$ cat src/rtl/spi_cmd_pkg.sv
// Shared definitions for the SUMP SPI command slave: opcodes, receive FSM
// encoding and the bit that marks a long command.
package spi_cmd_pkg;

  localparam logic [7:0] OP_RESET       = 8'h00;
  localparam logic [7:0] OP_RUN         = 8'h01;
  localparam logic [7:0] OP_QUERY_ID    = 8'h02;
  localparam logic [7:0] OP_QUERY_META  = 8'h04;
  localparam logic [7:0] OP_QUERY_INPUT = 8'h06;

  // Opcodes with this bit set carry a data payload.
  localparam int LONG_BIT = 7;

  typedef enum logic [1:0] {
    RX_IDLE,
    RX_OPCODE,
    RX_DATA
  } rx_state_e;

endpackage

$ cat src/rtl/spi_edge_sync.sv
// Brings sclk/cs/mosi into the clock domain and turns sclk transitions into
// one-cycle sample/shift strobes for the configured CPOL/CPHA.
module spi_edge_sync #(
  parameter logic CPOL        = 1'b0,
  parameter logic CPHA        = 1'b0,
  parameter int   SYNC_STAGES = 2
) (
  input  logic clock,
  input  logic extReset_n,
  input  logic sclk,
  input  logic cs,
  input  logic mosi,
  output logic sync_cs,
  output logic sync_mosi,
  output logic sample_stb,
  output logic shift_stb
);

  logic [SYNC_STAGES-1:0] sclk_ff;
  logic [SYNC_STAGES-1:0] cs_ff;
  logic [SYNC_STAGES-1:0] mosi_ff;
  logic                   sclk_prev;
  logic                   sclk_s;
  logic                   leading;
  logic                   trailing;

  // NOTE: sequential state uses non-blocking assignments so every flop sees
  // the pre-edge value of its neighbours, exactly like the hardware.
  always_ff @(posedge clock or negedge extReset_n) begin
    if (!extReset_n) begin
      sclk_ff   <= {SYNC_STAGES{CPOL}};
      cs_ff     <= '1;
      mosi_ff   <= '0;
      sclk_prev <= CPOL;
    end else begin
      sclk_ff   <= {sclk_ff[SYNC_STAGES-2:0], sclk};
      cs_ff     <= {cs_ff[SYNC_STAGES-2:0], cs};
      mosi_ff   <= {mosi_ff[SYNC_STAGES-2:0], mosi};
      sclk_prev <= sclk_ff[SYNC_STAGES-1];
    end
  end

  assign sclk_s    = sclk_ff[SYNC_STAGES-1];
  assign sync_cs   = cs_ff[SYNC_STAGES-1];
  assign sync_mosi = mosi_ff[SYNC_STAGES-1];

  // Leading edge leaves the idle level, trailing edge returns to it.
  assign leading  = (sclk_s != sclk_prev) && (sclk_s != CPOL);
  assign trailing = (sclk_s != sclk_prev) && (sclk_s == CPOL);

  // Gating with the current cs lets a coincident cs rise swallow the edge.
  assign sample_stb = ~sync_cs & (CPHA ? trailing : leading);
  assign shift_stb  = ~sync_cs & (CPHA ? leading : trailing);

endmodule

$ cat src/rtl/spi_cmd_slave.sv
// SUMP-protocol SPI command slave with configurable payload width, SPI mode
// and byte-masked transmit. Define SPI_FRAME_ERR_EN to build frame_err.
module spi_cmd_slave
  import spi_cmd_pkg::*;
#(
  parameter int   DATA_W      = 32,
  parameter logic CPOL        = 1'b0,
  parameter logic CPHA        = 1'b0,
  parameter int   SYNC_STAGES = 2
) (
  input  logic                  clock,
  input  logic                  extReset_n,
  input  logic                  sclk,
  input  logic                  cs,
  input  logic                  mosi,
  output logic                  miso,
  input  logic                  send,
  input  logic [DATA_W-1:0]     send_data,
  input  logic [DATA_W/8-1:0]   send_valid,
  output logic [DATA_W+7:0]     cmd,
  output logic                  execute,
  output logic                  busy,
  output logic                  query_id,
  output logic                  query_metadata,
  output logic                  query_dataIn,
  output logic                  frame_err
);

  localparam int NBYTES = DATA_W / 8;
  localparam int BCW    = (NBYTES > 1) ? $clog2(NBYTES) : 1;
  localparam int TXCW   = $clog2(DATA_W + 1);

  logic sync_cs, sync_mosi, sample_stb, shift_stb;
  logic cs_q, cs_fall, cs_rise;

  spi_edge_sync #(
    .CPOL        (CPOL),
    .CPHA        (CPHA),
    .SYNC_STAGES (SYNC_STAGES)
  ) u_edge_sync (
    .clock      (clock),
    .extReset_n (extReset_n),
    .sclk       (sclk),
    .cs         (cs),
    .mosi       (mosi),
    .sync_cs    (sync_cs),
    .sync_mosi  (sync_mosi),
    .sample_stb (sample_stb),
    .shift_stb  (shift_stb)
  );

  assign cs_fall = cs_q & ~sync_cs;
  assign cs_rise = ~cs_q & sync_cs;

  rx_state_e          state, state_next;
  logic [2:0]         bit_cnt, bit_cnt_next;
  logic [BCW-1:0]     byte_cnt, byte_cnt_next;
  logic [6:0]         shift_reg, shift_next;
  logic [7:0]         byte_val;
  logic [7:0]         opcode, opcode_next;
  logic [DATA_W-1:0]  data_reg, data_next;
  logic [DATA_W+7:0]  cmd_next;
  logic               exec_next;

  always_ff @(posedge clock or negedge extReset_n) begin
    if (!extReset_n) state <= RX_IDLE;
    else             state <= state_next;
  end

  // NOTE: every always_comb output gets a default first, so no path can
  // leave a value unassigned and infer a latch.
  always_comb begin
    state_next    = state;
    bit_cnt_next  = bit_cnt;
    byte_cnt_next = byte_cnt;
    shift_next    = shift_reg;
    opcode_next   = opcode;
    data_next     = data_reg;
    cmd_next      = cmd;
    exec_next     = 1'b0;
    byte_val      = {shift_reg, sync_mosi};

    if (cs_rise) begin
      state_next    = RX_IDLE;
      bit_cnt_next  = '0;
      byte_cnt_next = '0;
    end else begin
      case (state)
        RX_IDLE: if (cs_fall) state_next = RX_OPCODE;
        RX_OPCODE, RX_DATA: begin
          if (sample_stb) begin
            shift_next   = byte_val[6:0];
            bit_cnt_next = bit_cnt + 3'd1;
            if (bit_cnt == 3'd7) begin
              if (state == RX_OPCODE) begin
                // A byte arriving during a readout is host filler, not a command.
                if (!busy) begin
                  if (!byte_val[LONG_BIT]) begin
                    cmd_next  = {{DATA_W{1'b0}}, byte_val};
                    exec_next = 1'b1;
                  end else begin
                    opcode_next   = byte_val;
                    byte_cnt_next = '0;
                    state_next    = RX_DATA;
                  end
                end
              end else begin
                data_next[int'(byte_cnt)*8 +: 8] = byte_val;
                if (byte_cnt == BCW'(NBYTES - 1)) begin
                  cmd_next      = {data_next, opcode};
                  exec_next     = 1'b1;
                  byte_cnt_next = '0;
                  state_next    = RX_OPCODE;
                end else begin
                  byte_cnt_next = byte_cnt + 1'b1;
                end
              end
            end
          end
        end
        default: state_next = RX_IDLE;
      endcase
    end
  end

  always_ff @(posedge clock or negedge extReset_n) begin
    if (!extReset_n) begin
      cs_q           <= 1'b1;
      bit_cnt        <= '0;
      byte_cnt       <= '0;
      shift_reg      <= '0;
      opcode         <= '0;
      data_reg       <= '0;
      cmd            <= '0;
      execute        <= 1'b0;
      query_id       <= 1'b0;
      query_metadata <= 1'b0;
      query_dataIn   <= 1'b0;
    end else begin
      cs_q           <= sync_cs;
      bit_cnt        <= bit_cnt_next;
      byte_cnt       <= byte_cnt_next;
      shift_reg      <= shift_next;
      opcode         <= opcode_next;
      data_reg       <= data_next;
      cmd            <= cmd_next;
      execute        <= exec_next;
      query_id       <= execute && (cmd[7:0] == OP_QUERY_ID);
      query_metadata <= execute && (cmd[7:0] == OP_QUERY_META);
      query_dataIn   <= execute && (cmd[7:0] == OP_QUERY_INPUT);
    end
  end

  // Valid bytes are packed at load so the shifter never has to skip gaps.
  logic [DATA_W-1:0] tx_pack, tx_shift;
  logic [TXCW-1:0]   tx_pack_bits, tx_bits;
  logic              tx_start;
  int                pack_cnt;

  always_comb begin
    tx_pack  = '0;
    pack_cnt = 0;
    for (int i = 0; i < NBYTES; i++) begin
      if (send_valid[i]) begin
        tx_pack[DATA_W-1-8*pack_cnt -: 8] = send_data[8*i +: 8];
        pack_cnt = pack_cnt + 1;
      end
    end
    tx_pack_bits = TXCW'(8 * pack_cnt);
  end

  assign tx_start = send & ~busy & (|send_valid);

  always_ff @(posedge clock or negedge extReset_n) begin
    if (!extReset_n) begin
      busy     <= 1'b0;
      miso     <= 1'b0;
      tx_shift <= '0;
      tx_bits  <= '0;
    end else if (cs_rise && busy) begin
      busy <= 1'b0;
      miso <= 1'b0;
    end else if (tx_start) begin
      busy    <= 1'b1;
      tx_bits <= tx_pack_bits;
      if (!CPHA) begin
        miso     <= tx_pack[DATA_W-1];
        tx_shift <= tx_pack << 1;
      end else begin
        miso     <= 1'b0;
        tx_shift <= tx_pack;
      end
    end else if (busy) begin
      if (sample_stb && tx_bits == TXCW'(1)) begin
        busy <= 1'b0;
        miso <= 1'b0;
      end else begin
        if (sample_stb) tx_bits <= tx_bits - 1'b1;
        if (shift_stb) begin
          miso     <= tx_shift[DATA_W-1];
          tx_shift <= tx_shift << 1;
        end
      end
    end
  end

`ifdef SPI_FRAME_ERR_EN
  logic frame_err_q;

  always_ff @(posedge clock or negedge extReset_n) begin
    if (!extReset_n) frame_err_q <= 1'b0;
    else frame_err_q <= cs_rise &&
                        ((state != RX_IDLE && (bit_cnt != 3'd0 || state == RX_DATA)) || busy);
  end

  assign frame_err = frame_err_q;
`else
  assign frame_err = 1'b0;
`endif

endmodule

$ cat config.mk
export PLATFORM = sky130hd
export DESIGN_NAME = spi_cmd_slave
export DESIGN_NICKNAME = d
export VERILOG_FILES = /design/src/rtl/spi_cmd_pkg.sv /design/src/rtl/spi_edge_sync.sv /design/src/rtl/spi_cmd_slave.sv
export SDC_FILE = /design/constraint.sdc
export NUM_CORES = 1
export LEC_CHECK = 0
export BUFFER_PORTS_ARGS = -buffer_cell sky130_fd_sc_hd__buf_2
export CELL_PAD_IN_SITES_DETAIL_PLACEMENT = 0
export CELL_PAD_IN_SITES_GLOBAL_PLACEMENT = 2
export CORE_UTILIZATION = 39
export CTS_BUF_LIST = sky130_fd_sc_hd__clkbuf_4
export DETAILED_ROUTE_END_ITERATION = 7
export GPL_TIMING_DRIVEN = 0
export PLACE_DENSITY_LB_ADDON = 0.1
export SYNTH_ARGS = -nofsm -noshare
export SYNTH_HDL_FRONTEND = slang
export SYNTH_SLANG_ARGS = --single-unit
$ cat constraint.sdc
create_clock -name clock -period 2.1 [get_ports clock]
set_input_delay 0.42 -clock clock [delete_from_list [all_inputs] [get_ports clock]]
set_output_delay 0.42 -clock clock [all_outputs]
set_load 0.1 [all_outputs]
* Yosys cells after proc, flatten, opt, wreduce, memory -nomap -nowiden
Index checks and enable logic that the tools add are counted.
W data, S select, Z words.
** Storage, ports and cells
- Memory bits (read-only) :: 0
- Output and inout port bits :: 47
- Memory bits (writable) :: 0
- Memories kept :: 0
- Logic and storage cells :: 164
- Bits in registers :: 146
- Bits in latches :: 0
** Cells by class
- Div/mod/pow operators :: 0
- Bitwise operators :: 13
- Magnitude comparators :: 0
- $add $sub $neg :: 13
- Shifts and indexed selects :: 8
- Multiply operators :: 0
- Reductions and logical operators :: 29
- Eq/ne operators :: 20
- Multiplexer cells :: 61
** Operators by type and width (count)
- $mux W32 :: 7
- $mux W40 :: 4
- $bwmux W32 :: 4
- $shift A8 B33 Y39 const A :: 3
- $shiftx A8 B33 Y39 :: 3
- $neg A32 Y33 :: 2
- $sub A6 B32 Y32 const A :: 2
- $mux W2 :: 17
- $neg A5 Y33 :: 1
- $neg A6 Y33 :: 1
- $shift A8 B33 Y32 const A :: 1
- $shiftx A8 B33 Y32 :: 1
- $mux W6 :: 4
- $mux W1 :: 18
- $eq A8 B3 Y1 const B :: 2
- $mux W3 :: 5
- $ne A3 B3 Y1 const B :: 5
- $reduce_and A7 Y1 :: 2
- $reduce_bool A2 Y1 :: 7
- $ne A4 B4 Y1 const B :: 3
- $reduce_and A5 Y1 :: 2
- $eq A8 B2 Y1 const B :: 1
- $mux W8 :: 1
- $reduce_and A4 Y1 :: 2
- other kinds (25) :: 46

* Depth between registers and ports, before layout
Gate-level depths: netlist (run 1).
- Depth in word-level cells :: 12
- Gate-level depth with buffers :: 11
- Gate-level depth less buffers :: 8

* Hierarchy
Synthesis (run 1) repeated with hierarchy kept, for this count alone.
** Unflattened totals
- Cells, all modules :: 712
- Area total of the unflattened synthesis :: 7179.4 µm²
** Modules (own cells, without submodules)
- spi_cmd_slave :: area an instance 6986.7 µm², times used 1, cells each 703
- spi_edge_sync :: area an instance 192.7 µm², times used 1, cells each 9

* Worst setup path after synthesis (run 1)
No wires, ideal clock.
- Kind :: input-to-reg
- Start point :: input port send_valid[0]
- End point :: register tx_shift[1]
- Slack :: -410 ps
- Data arrival time :: 2427 ps
- Path buffers :: 3
- Stages :: 9
- Cells stage by stage :: clkbuf_1 -> clkbuf_1 -> inv_1 -> ha_1 -> buf_2 -> or3b_1 -> a21boi_2 -> a22oi_1 -> o21ai_0
** On the way
- Longest elaborated chain between the ends :: 11
- Elaborated cells between the ends (all ways) :: 30
- Classes of those cells :: add/sub (8); eq/ne (1); shift (6); mux (10); bitwise (1); reduce/logical (4)
** RTL lines
- from (decl) :: RTL line spi_cmd_slave.sv:19 : input logic [DATA_W/8-1:0] send_valid,
- $mux W1 :: RTL line spi_cmd_slave.sv:164 : if (send_valid[i]) begin
- $add A1 B1 Y2 or $sub A5 B4 Y6 (tied branches) :: RTL line spi_cmd_slave.sv:166, spi_cmd_slave.sv:165
- $mux W2 or $neg A6 Y33 (tied branches) :: RTL line spi_cmd_slave.sv:164, spi_cmd_slave.sv:165
- $add A2 B1 Y3 (tied with other cells) :: RTL line spi_cmd_slave.sv:166 : pack_cnt = pack_cnt + 1;
- $mux W3 (tied with other cells) :: RTL line spi_cmd_slave.sv:164
- $sub A6 B32 Y32 (tied with other cells) :: RTL line spi_cmd_slave.sv:165 : tx_pack[DATA_W-1-8*pack_cnt -: 8] = send_data[8*i +: 8];
- $neg A32 Y33 or $bwmux W32 (tied branches) :: RTL line spi_cmd_slave.sv:165
- $shiftx A8 B33 Y39 (tied with other cells) :: RTL line spi_cmd_slave.sv:165
- $bwmux W32 :: RTL line spi_cmd_slave.sv:165
- $mux W32 :: RTL line spi_cmd_slave.sv:164
- $mux W32 :: RTL line spi_cmd_slave.sv:183 : end else if (tx_start) begin
- to (signal assigned) :: RTL line spi_cmd_slave.sv:188 : tx_shift <= tx_pack << 1;
- to (signal assigned) :: RTL line spi_cmd_slave.sv:191 : tx_shift <= tx_pack;
- to (signal assigned) :: RTL line spi_cmd_slave.sv:201 : tx_shift <= tx_shift << 1;
- to (decl) :: RTL line spi_cmd_slave.sv:155 : logic [DATA_W-1:0] tx_pack, tx_shift;
Parallel ways exist; a longest one is shown, timed or not.
A chain may end at the register's enable or synchronous reset.

* Worst setup path after layout (run 1)
- Start point :: input port send_valid[0]
- End point :: register tx_shift[22]
The elaborated chain is that of the path after synthesis.

==> results of run 1 <==
==> cell type report <==
cell class | instances | share of cell area, %
Clock inverter | 12 | 1.322
Buffer | 43 | 3.723
Tap cell | 229 | 3.254
Multi-Input combinational cell | 488 | 40.60
Timing Repair Buffer | 104 | 6.807
Sequential cell | 145 | 41.28
Clock buffer | 20 | 1.705
Antenna cell | 1 | 0.02842
Inverter | 29 | 1.279
==> cell families (layout without fill, tap and decap cells) <==
group           after synthesis  count (layout)  synth area share, %
xor+xnor                      7               7               0.8346
mux                          74              74                10.36
buf+inv                      73             208                4.514
compound gates              200             201                18.02
other cells                   1               2              0.05105
fa+ha+maj                    19              19                3.236
simple gates                186             186                13.54
flops                       145             145                49.45
==> worst paths after layout <==
| path | start | end | cells after the start |
|---|---|---|---|
| min | send_data[29] | tx_shift[14]$_DFFE_PN0P_ | 3 |
| max | send_valid[0] | tx_shift[22]$_DFFE_PN0P_ | 10 |
| max in group asynchronous | extReset_n | byte_cnt[0]$_DFFE_PN0P_ | 3 |
| min in group asynchronous | extReset_n | cmd[5]$_DFFE_PN0P_ | 2 |
| min reg2reg | u_edge_sync.mosi_ff[0]$_DFF_PN0_ | u_edge_sync.mosi_ff[1]$_DFF_PN0_ | 0 |
| max reg2reg | cs_q$_DFF_PN1_ | tx_bits[5]$_DFFE_PN0P_ | 7 |
==> layer usage <==
layer / part of all wire, % / global-route usage [%]
met5: 0 / 0
met4: 1.4 / 6.608
met3: 3.4 / 3.648
met2: 52 / 37.34
met1: 44 / 25.45
==> tightest hold or removal path, delay by kind of cell <==
family / cells / cell delay (ns)
buffers and inverters: 1 / 0.11
AOI/OAI and AO/OA: 2 / 0.19
==> power breakdown <==
group / internal, mW / total, mW / switching (mW)
Clock: 0.730 / 1.74 / 1.01
Sequential: 3.18 / 3.62 / 0.441
Combinational: 0.803 / 1.87 / 1.07
==> metrics by stage <==
stage	hold slack, ns	total power, mW
floorplan	0.1244	4.728
global placement	0.3345	5.291
detailed placement	0.3355	5.364
CTS	0.1614	7.159
global route	0.1809	7.669
finish	0.2185	7.227
==> cell usage in the layout, fill, tap and decap left out, drive strengths merged, types with 4 or more instances in the layout <==
cell type,count
buf,130
mux2i,58
o31ai,40
nand2b,4
mux2,16
a221oi,23
nor2,42
clkinv,8
nor2b,41
dlygate4sd3,4
dfrtp,142
nand3,7
o2111ai,4
xor2,4
o22ai,7
nor3b,8
o32ai,8
clkbuf,33
nand2,56
ha,19
o21ai,24
a21oi,81
inv,28
==> timing repair <==
item	in CTS	in global routing
hold endpoints to repair	91	0
hold buffers	4	0
endpoints found under the setup margin	110	102
resized for setup	28	46
setup buffers	3	9
pin swaps	2	3
gates cloned	0	2
==> results.sh, run 1 <==
export IMPL_outcome="finished, violations left"
export IMPL_violations="design-rule violations"
export IMPL_port_buffer_count=86
export IMPL_hold_class="in2reg"
export IMPL_multi_input_area_sq_um=3575
export IMPL_antenna_left=0
export IMPL_antenna_found_initial=1
export IMPL_worstPathArrival_ns=2.50
export IMPL_wire_per_inst_microns=18.45
export IMPL_ys_top_cells_by_area="dfrtp_1 (48%), mux2i_1 (7.9%), a21oi_1 (5.5%)"
export IMPL_clk_transition_reported_paths_ns=0.12
export IMPL_grt_pass1_wl_mm=31.45
export IMPL_fp_dieH_microns=139.2
export IMPL_syn_cell_area_sq_um=7346
export IMPL_largest_reg_flops=40
export IMPL_insertion_delay_ns=0.55
export IMPL_rsz0062_at_grt="no"
export IMPL_required_ns=2.53
export IMPL_ff2ff_setup_slack_ns=0.10
export IMPL_yosysTopAreaCellShare_pct=48.37
export IMPL_crit_fanout=10
export IMPL_finalMaxSlewViolations=0
export IMPL_n_fill_cell=1737
export IMPL_ir_drop_mv=0.3362
export IMPL_syn_to_final_growth_pct=19.86
export IMPL_synth_top_area_cell="dfrtp_1"
export IMPL_grt_max_degree=93
export IMPL_synth_cells=705
export IMPL_p_per_area_nw_per_um2=820.8
export IMPL_gp_congestion=0.8790
export IMPL_synth_seq_cells=145
export IMPL_place_area_sq_um=8145
export IMPL_drc=3
export IMPL_drive_gt1_share_pct=26.04
export IMPL_gr_total_overflow=0
export IMPL_track_usage_pct=20.88
export IMPL_final_net_count=889
export IMPL_ios=89
export IMPL_row_count=49
export IMPL_synth_nets=766
export IMPL_synthFlopType="dfrtp_1"
export IMPL_slowest_delay_ns=0.42
export IMPL_die_w_microns=139.2
export IMPL_place_inst=1021
export IMPL_numCtsBuffers=17
export IMPL_fin_crit_ns=2.066
export IMPL_yosysUniqueCellTypes=60
export IMPL_leakage_nw=4.367
export IMPL_fin_tns_setup_ns=0
export IMPL_max_slew_margin_pct=43.23
export IMPL_initialDrtViolationCount=329
export IMPL_maxCapViolations=0
export IMPL_core_area_sq_um=18210
export IMPL_worst_slew_pin_slew_ns=0.8515
export IMPL_timing_final_crit_share_pct=98.40
export IMPL_fin_area_sq_um=8805
export IMPL_synth_most_common_cell="dfrtp_1"
export IMPL_clkSinkCount=145
export IMPL_layout_setup_ws_ns=0.03357
export IMPL_cp_top_family="buffers and inverters"
export IMPL_fin_cells=1071
export IMPL_cts_tree="done"
export IMPL_final_util_pct=48.35
export IMPL_seqCellArea_sq_um=3635
export IMPL_worstSetupStartpointType="primary input"
export IMPL_setup_viol=0
export IMPL_cts_max_level=4
export IMPL_hold_violations=0
export IMPL_finClkSkew_ns=0.01581
export IMPL_crit_buf_inv=5
export IMPL_cp_slowest_cell="mux2i_1"
export IMPL_dp_hpwl_mm=13.89
export IMPL_yosysWarnings=0
export IMPL_dp_slack_ns=-0.5295
export IMPL_die_area_sq_um=19390
export IMPL_cpMostUsedCell="mux2i_1"
export IMPL_syn_avg_cell_area_sq_um=10.42
export IMPL_firstDrtPassIters=8
export IMPL_synth_common_cells="dfrtp_1 (142), a21oi_1 (81), mux2i_1 (58)"
export IMPL_wl_mm=19.76
export IMPL_vias=5839
export IMPL_initial_core_util_pct=40.34
export IMPL_grt_pass1_vias=5870
export IMPL_vias_per_cell=5.452
export IMPL_path_class="in2reg"
export IMPL_fmaxAchievable_mhz=483.9
export IMPL_async_flop_share_pct=100.0
export IMPL_endpoint_kind="flop"
export IMPL_yosysSeqAreaShare_pct=49.45
export IMPL_crit_path_cell_trace="buf_2 -> clkbuf_4 -> clkbuf_8 -> inv_1 -> ha_4 -> buf_6 -> and3b_1 -> o21ai_4 -> mux2i_1 -> mux2i_1"
export IMPL_clk_path_buf_depth=2
export IMPL_synth_edff_count=0
export IMPL_cts_root_buf="clkbuf_4"
No activity file was read; power rests on OpenSTA's default activity.
==> run 2: changes to the inputs <==
--- a/config.mk
+++ b/config.mk
@@ -8,6 +8,7 @@
 export BUFFER_PORTS_ARGS = -buffer_cell sky130_fd_sc_hd__buf_2
 export CELL_PAD_IN_SITES_DETAIL_PLACEMENT = 0
 export CELL_PAD_IN_SITES_GLOBAL_PLACEMENT = 2
+export CORE_ASPECT_RATIO = 0.7
 export CORE_UTILIZATION = 39
 export CTS_BUF_LIST = sky130_fd_sc_hd__clkbuf_4
 export DETAILED_ROUTE_END_ITERATION = 7
==> results.sh, run 2 (synthesis results as in run 1) <==
export IMPL_core_area_sq_um=18210
export IMPL_hold_class="in2reg"
export IMPL_cp_top_family="buffers and inverters"
export IMPL_finClkSkew_ns=0.02314
export IMPL_cts_tree="done"
export IMPL_worstPathArrival_ns=2.49
export IMPL_switching_share_pct=36.35
export IMPL_outcome="finished, violations left"
export IMPL_port_buffer_count=86
export IMPL_drc=8
export IMPL_die_area_sq_um=19400
export IMPL_syn_to_final_growth_pct=19.52
export IMPL_place_inst=1028
export IMPL_leakage_nw=4.355
export IMPL_final_net_count=885
export IMPL_hold_violations=0
export IMPL_path_class="reg2reg"
export IMPL_initial_core_util_pct=40.34
export IMPL_grt_pass1_wl_mm=30.91
export IMPL_vias=5839
export IMPL_fin_cells=1073
export IMPL_fmaxAchievable_mhz=485.0
export IMPL_max_slew_margin_pct=45.53
export IMPL_insertion_delay_ns=0.56
export IMPL_gr_total_overflow=0
export IMPL_timing_final_crit_share_pct=98.19
export IMPL_dp_hpwl_mm=14.40
export IMPL_die_w_microns=166.0
export IMPL_setup_viol=0
export IMPL_ios=89
export IMPL_crit_fanout=10
export IMPL_ir_drop_mv=0.4773
export IMPL_layout_common_cells="dfrtp_1 (140), buf_2 (98), a21oi_1 (81)"
export IMPL_finalMaxSlewViolations=0
export IMPL_largest_reg_flops=40
export IMPL_p_clk_share_pct=25.9
export IMPL_initialDrtViolationCount=382
export IMPL_track_usage_pct=20.84
export IMPL_wire_per_inst_microns=18.37
export IMPL_required_ns=2.53
export IMPL_final_util_pct=48.21
export IMPL_crit_path_cell_trace="inv_1 -> ha_2 -> nor2b_4 -> nor3b_4 -> clkdlybuf4s15_2 -> buf_4 -> a21oi_1"
export IMPL_slowest_delay_ns=0.41
export IMPL_vias_per_cell=5.442
export IMPL_wl_mm=19.71
export IMPL_drive_gt1_share_pct=25.57
export IMPL_rsz0062_at_grt="yes"
export IMPL_crit_buf_inv=3
export IMPL_layout_setup_ws_ns=0.03805
export IMPL_clk_transition_reported_paths_ns=0.13
export IMPL_p_per_area_nw_per_um2=840.4
export IMPL_maxCapViolations=0
export IMPL_p_comb_share_pct=24.8
export IMPL_numCtsBuffers=17
export IMPL_cts_max_level=4
export IMPL_diodes=0
export IMPL_antenna_left=0
export IMPL_violations="design-rule violations"
export IMPL_worstSetupStartpointType="flop"
export IMPL_worst_slew_pin_slew_ns=0.8171
export IMPL_grt_pass1_vias=5492
export IMPL_power_frac_seq_pct=49.2
export IMPL_cts_root_buf="clkbuf_4"
export IMPL_antenna_found_initial=0
export IMPL_fin_crit_ns=2.062
export IMPL_row_count=41
export IMPL_fp_dieH_microns=116.8
export IMPL_cp_slowest_cell="dfrtp_1"
export IMPL_clk_path_buf_depth=2
export IMPL_final_common_cell="dfrtp_1"
export IMPL_grt_max_degree=87
export IMPL_clkSinkCount=145
export IMPL_dp_slack_ns=-0.5627
export IMPL_gp_congestion=0.8522
export IMPL_endpoint_kind="flop"
export IMPL_firstDrtPassIters=6
export IMPL_p_int_mw=4.697
export IMPL_power_switching_mw=2.682
## run 2: cell types whose count changed in the layout (fill, tap and decap cells not counted), moves of 2 or more
cell      delta
inv_6        +4
clkinv_4     +4
clkbuf_2     +2
clkinv_2     -5
inv_8        +2
buf_6        -5
buf_4        -2
buf_2        +4
clkbuf_4     -6
## run 2: final cells by class
| type | count | area (sq um) |
|---|---|---|
| fill | 1703 | 9432 |
| sequential | 145 | 3635 |
| multi-input combinational | 487 | 3562 |
| timing repair buffer | 101 | 583.1 |
| tap | 236 | 295.3 |
| buffer | 43 | 291.5 |
| clock inverter | 15 | 172.7 |
| clock buffer | 17 | 127.6 |
| inverter | 29 | 112.6 |
## run 2: layer usage
| layer | up-vias | GRT usage, % | part of all wire, % |
|---|---|---|---|
| li1 | 2788 | - | - |
| met1 | 2891 | 32.74 | 54 |
| met2 | 151 | 27.93 | 40 |
| met3 | 9 | 5.514 | 6.1 |
| met4 | 0 | 4.548 | 0.51 |
| met5 | - | 0 | 0 |
## run 2: tightest hold or removal path, stage by stage
cell and delay [ns]:
buf_2 0.11, a221oi_1 0.08, a21oi_1 0.11
## run 2: metrics by stage
stage               cell area, sq um  power, mW   TNS, ns  hold WS (ns)
finish                          8780      7.379         0        0.2136
CTS                             8601      7.313  -0.02524        0.1666
floorplan                       7395      4.728         0        0.1244
detailed placement              8154      5.374    -29.41        0.3396
global route                    8780      7.780   -0.1780        0.1578
global placement                8120      5.304   -225.69        0.3326
## run 2: path summary, 6_finish.rpt
| check | start | endpoint | slack (ns) | depth (start not counted) |
|---|---|---|---|---|
| worst max-delay path | state[0]$_DFFE_PN0P_ | data_reg[7]$_DFFE_PN0P_ | 0.04 | 7 |
| worst min-delay path | send_data[31] | tx_shift[8]$_DFFE_PN0P_ | 0.21 | 3 |
| worst max register to register | state[0]$_DFFE_PN0P_ | data_reg[7]$_DFFE_PN0P_ | 0.04 | 7 |
| worst min register to register | u_edge_sync.mosi_ff[0]$_DFF_PN0_ | u_edge_sync.mosi_ff[1]$_DFF_PN0_ | 0.37 | 0 |
| max in group asynchronous | extReset_n | data_reg[6]$_DFFE_PN0P_ | 0.81 | 3 |
| min in group asynchronous | extReset_n | tx_shift[20]$_DFFE_PN0P_ | 0.46 | 2 |
## run 2: repair_timing
item	CTS	global route
resized for setup	28	27
gates cloned	0	1
pin swaps	2	2
endpoints found under the hold margin	85	0
buffers inserted	3	6
setup endpoints to repair	109	98
hold buffers	4	0
## run 2: power by group through the flow
| stage | sequential [mW] | combinational [mW] | clock, mW |
|---|---|---|---|
| floorplan | 3.58 | 1.15 | 0 |
| global placement | 3.66 | 1.65 | 0 |
| detailed placement | 3.68 | 1.70 | 0 |
| CTS | 3.62 | 1.73 | 1.96 |
| global route | 3.69 | 2.01 | 2.09 |
| finish | 3.63 | 1.83 | 1.91 |
==> run 3: changes to the inputs <==
--- a/config.mk
+++ b/config.mk
@@ -6,14 +6,11 @@
 export NUM_CORES = 1
 export LEC_CHECK = 0
 export BUFFER_PORTS_ARGS = -buffer_cell sky130_fd_sc_hd__buf_2
-export CELL_PAD_IN_SITES_DETAIL_PLACEMENT = 0
-export CELL_PAD_IN_SITES_GLOBAL_PLACEMENT = 2
 export CORE_ASPECT_RATIO = 0.7
-export CORE_UTILIZATION = 39
+export CORE_UTILIZATION = 40
 export CTS_BUF_LIST = sky130_fd_sc_hd__clkbuf_4
 export DETAILED_ROUTE_END_ITERATION = 7
 export GPL_TIMING_DRIVEN = 0
-export PLACE_DENSITY_LB_ADDON = 0.1
 export SYNTH_ARGS = -nofsm -noshare
 export SYNTH_HDL_FRONTEND = slang
 export SYNTH_SLANG_ARGS = --single-unit
==> results.sh, run 3 (synthesis results as in run 1) <==
export IMPL_fmaxAchievable_mhz=490.1
export IMPL_ff2ff_setup_slack_ns=0.07
export IMPL_clk_transition_reported_paths_ns=0.16
export IMPL_fin_cells=1081
export IMPL_port_buffer_count=86
export IMPL_power_mw=7.250
export IMPL_clk_path_buf_depth=2
export IMPL_worstReg2RegStart="cs_q$_DFF_PN1_"
export IMPL_worstSetupStartpointType="primary input"
export IMPL_cp_slowest_cell="mux2i_1"
export IMPL_final_net_count=893
export IMPL_min_path_cells=3
export IMPL_hold_violations=0
export IMPL_initialDrtViolationCount=455
export IMPL_leakage_nw=4.403
export IMPL_grt_pass1_wl_mm=29.82
export IMPL_antenna_left=0
export IMPL_rr_endpoint="tx_shift[28]$_DFFE_PN0P_"
export IMPL_top_usage_layer="met1"
export IMPL_fin_crit_ns=2.040
export IMPL_maxCapViolations=0
export IMPL_grt_max_degree=84
export IMPL_crit_fanout=10
export IMPL_final_common_cell="dfrtp_1"
export IMPL_layout_common_cells="dfrtp_1 (140), buf_2 (97), a21oi_1 (81)"
export IMPL_insertion_delay_ns=0.55
export IMPL_vias=5958
export IMPL_drive_gt1_share_pct=26.27
export IMPL_diodes=0
export IMPL_gp_congestion=0.8277
export IMPL_place_inst=1028
export IMPL_ir_drop_mv=0.3246
export IMPL_path_class="in2reg"
export IMPL_clkSinkCount=145
export IMPL_met3_usage_pct=3.680
export IMPL_setup_viol=0
export IMPL_slowest_delay_ns=0.39
export IMPL_die_w_microns=164.0
export IMPL_vias_per_cell=5.512
export IMPL_syn_to_final_growth_pct=20.27
export IMPL_endpoint_kind="flop"
export IMPL_numCtsBuffers=17
export IMPL_firstDrtPassIters=5
export IMPL_use_met2_pct=30.14
export IMPL_dp_hpwl_mm=13.79
export IMPL_cts_root_buf="clkbuf_4"
export IMPL_cpMostUsedCell="mux2i_1"
export IMPL_finClkSkew_ns=0.03402
export IMPL_max_slew_margin_pct=47.19
export IMPL_hold_class="in2reg"
export IMPL_fp_dieH_microns=115.4
export IMPL_cp_top_family="buffers and inverters"
export IMPL_hold_end="tx_shift[14]$_DFFE_PN0P_"
export IMPL_wl_mm=19.17
export IMPL_gr_total_overflow=0
export IMPL_finalMaxSlewViolations=0
export IMPL_antenna_found_initial=0
export IMPL_grt_pass1_vias=5605
export IMPL_grtUsageMet1_pct=31.28
export IMPL_cts_max_level=4
export IMPL_drc=0
export IMPL_holdCritStartpoint="send_data[29]"
export IMPL_largest_reg_flops=40
export IMPL_cts_tree="done"
export IMPL_row_count=41
export IMPL_track_usage_pct=20.52
export IMPL_worstPathArrival_ns=2.48
export IMPL_outcome="completed"
export IMPL_n_fill_cell=1629
export IMPL_required_ns=2.54
export IMPL_initial_core_util_pct=40.80
export IMPL_r2r_worst_path_cells=9
export IMPL_final_util_pct=49.07
export IMPL_die_area_sq_um=18920
export IMPL_crit_path_cell_trace="buf_2 -> clkbuf_4 -> clkbuf_8 -> inv_1 -> ha_4 -> buf_6 -> and3b_1 -> o21ai_4 -> mux2i_1 -> mux2i_1"
export IMPL_crit_buf_inv=5
export IMPL_wire_per_inst_microns=17.73
export IMPL_ios=89
export IMPL_p_per_area_nw_per_um2=820.6
export IMPL_worst_slew_pin_slew_ns=0.7921
export IMPL_fin_tns_setup_ns=0
export IMPL_core_area_sq_um=18010
export IMPL_timing_final_crit_share_pct=97.16
-- run 3: final cells by class --
cell class	instances	area, sq um	area share [%]
flip-flops and latches	145	3635	41.14
multi-input cells	487	3497	39.58
repair buffers	109	695.7	7.874
plain buffers	43	312.8	3.541
well taps	236	295.3	3.342
clock inverters	15	162.7	1.841
clock buffers	17	127.6	1.445
inverters	29	108.9	1.232
-- run 3: worst register-to-register path: stages (launching register included) --
cell,delay (ns)
dfstp_2,0.55
inv_2,0.04
ha_4,0.15
buf_6,0.11
and2b_4,0.29
buf_6,0.11
nand3_4,0.19
clkbuf_16,0.25
mux2i_1,0.14
o22ai_1,0.09
-- run 3: per-layer routing --
| layer | up-vias | routed length [microns] |
|---|---|---|
| met1 | 2982 | 9699 |
| met5 | - | 0 |
| met3 | 10 | 1077 |
| li1 | 2801 | - |
| met4 | 0 | 108 |
| met2 | 165 | 8280 |
-- run 3: where the power goes --
group | total, mW | internal (mW) | switching [mW]
logic | 1.81 | 0.779 | 1.03
clock network | 1.82 | 0.718 | 1.10
registers | 3.62 | 3.18 | 0.436
-- run 3: what timing repair did --
| item | in CTS | in global routing |
|---|---|---|
| gates cloned | 0 | 3 |
| buffers inserted | 4 | 11 |
| gates resized for setup | 21 | 31 |
| hold buffers | 4 | 0 |
| pin swaps | 3 | 7 |
| endpoints found under the hold margin | 85 | 0 |
| endpoints found under the setup margin | 98 | 105 |
-- run 3: worst max path at each step --
stage	start	endpoint	slack, ns	depth (start not counted)
after floorplan	send_valid[0]	tx_bits[1]$_DFFE_PN0P_	0.008	9
after global placement	extReset_n	busy$_DFF_PN0_	-1.69	1
after detailed placement	send_valid[0]	tx_shift[22]$_DFFE_PN0P_	-0.55	10
after CTS	u_edge_sync.cs_ff[1]$_DFF_PN1_	tx_shift[21]$_DFFE_PN0P_	-0.02	7
after global routing	cs_q$_DFF_PN1_	tx_shift[11]$_DFFE_PN0P_	-0.02	9
final	send_valid[0]	tx_shift[23]$_DFFE_PN0P_	0.06	10
-- run 3: stage by stage --
stage          hold WS [ns]  setup WS (ns)  cell area [sq um]
5_1_grt              0.1824       -0.02242               8835
2_1_floorplan        0.1244       0.007940               7395
4_1_cts              0.1756       -0.01749               8572
3_5_place_dp         0.3490        -0.5477               8154
3_3_place_gp         0.3337         -1.690               8120
6_report             0.2015        0.05963               8835
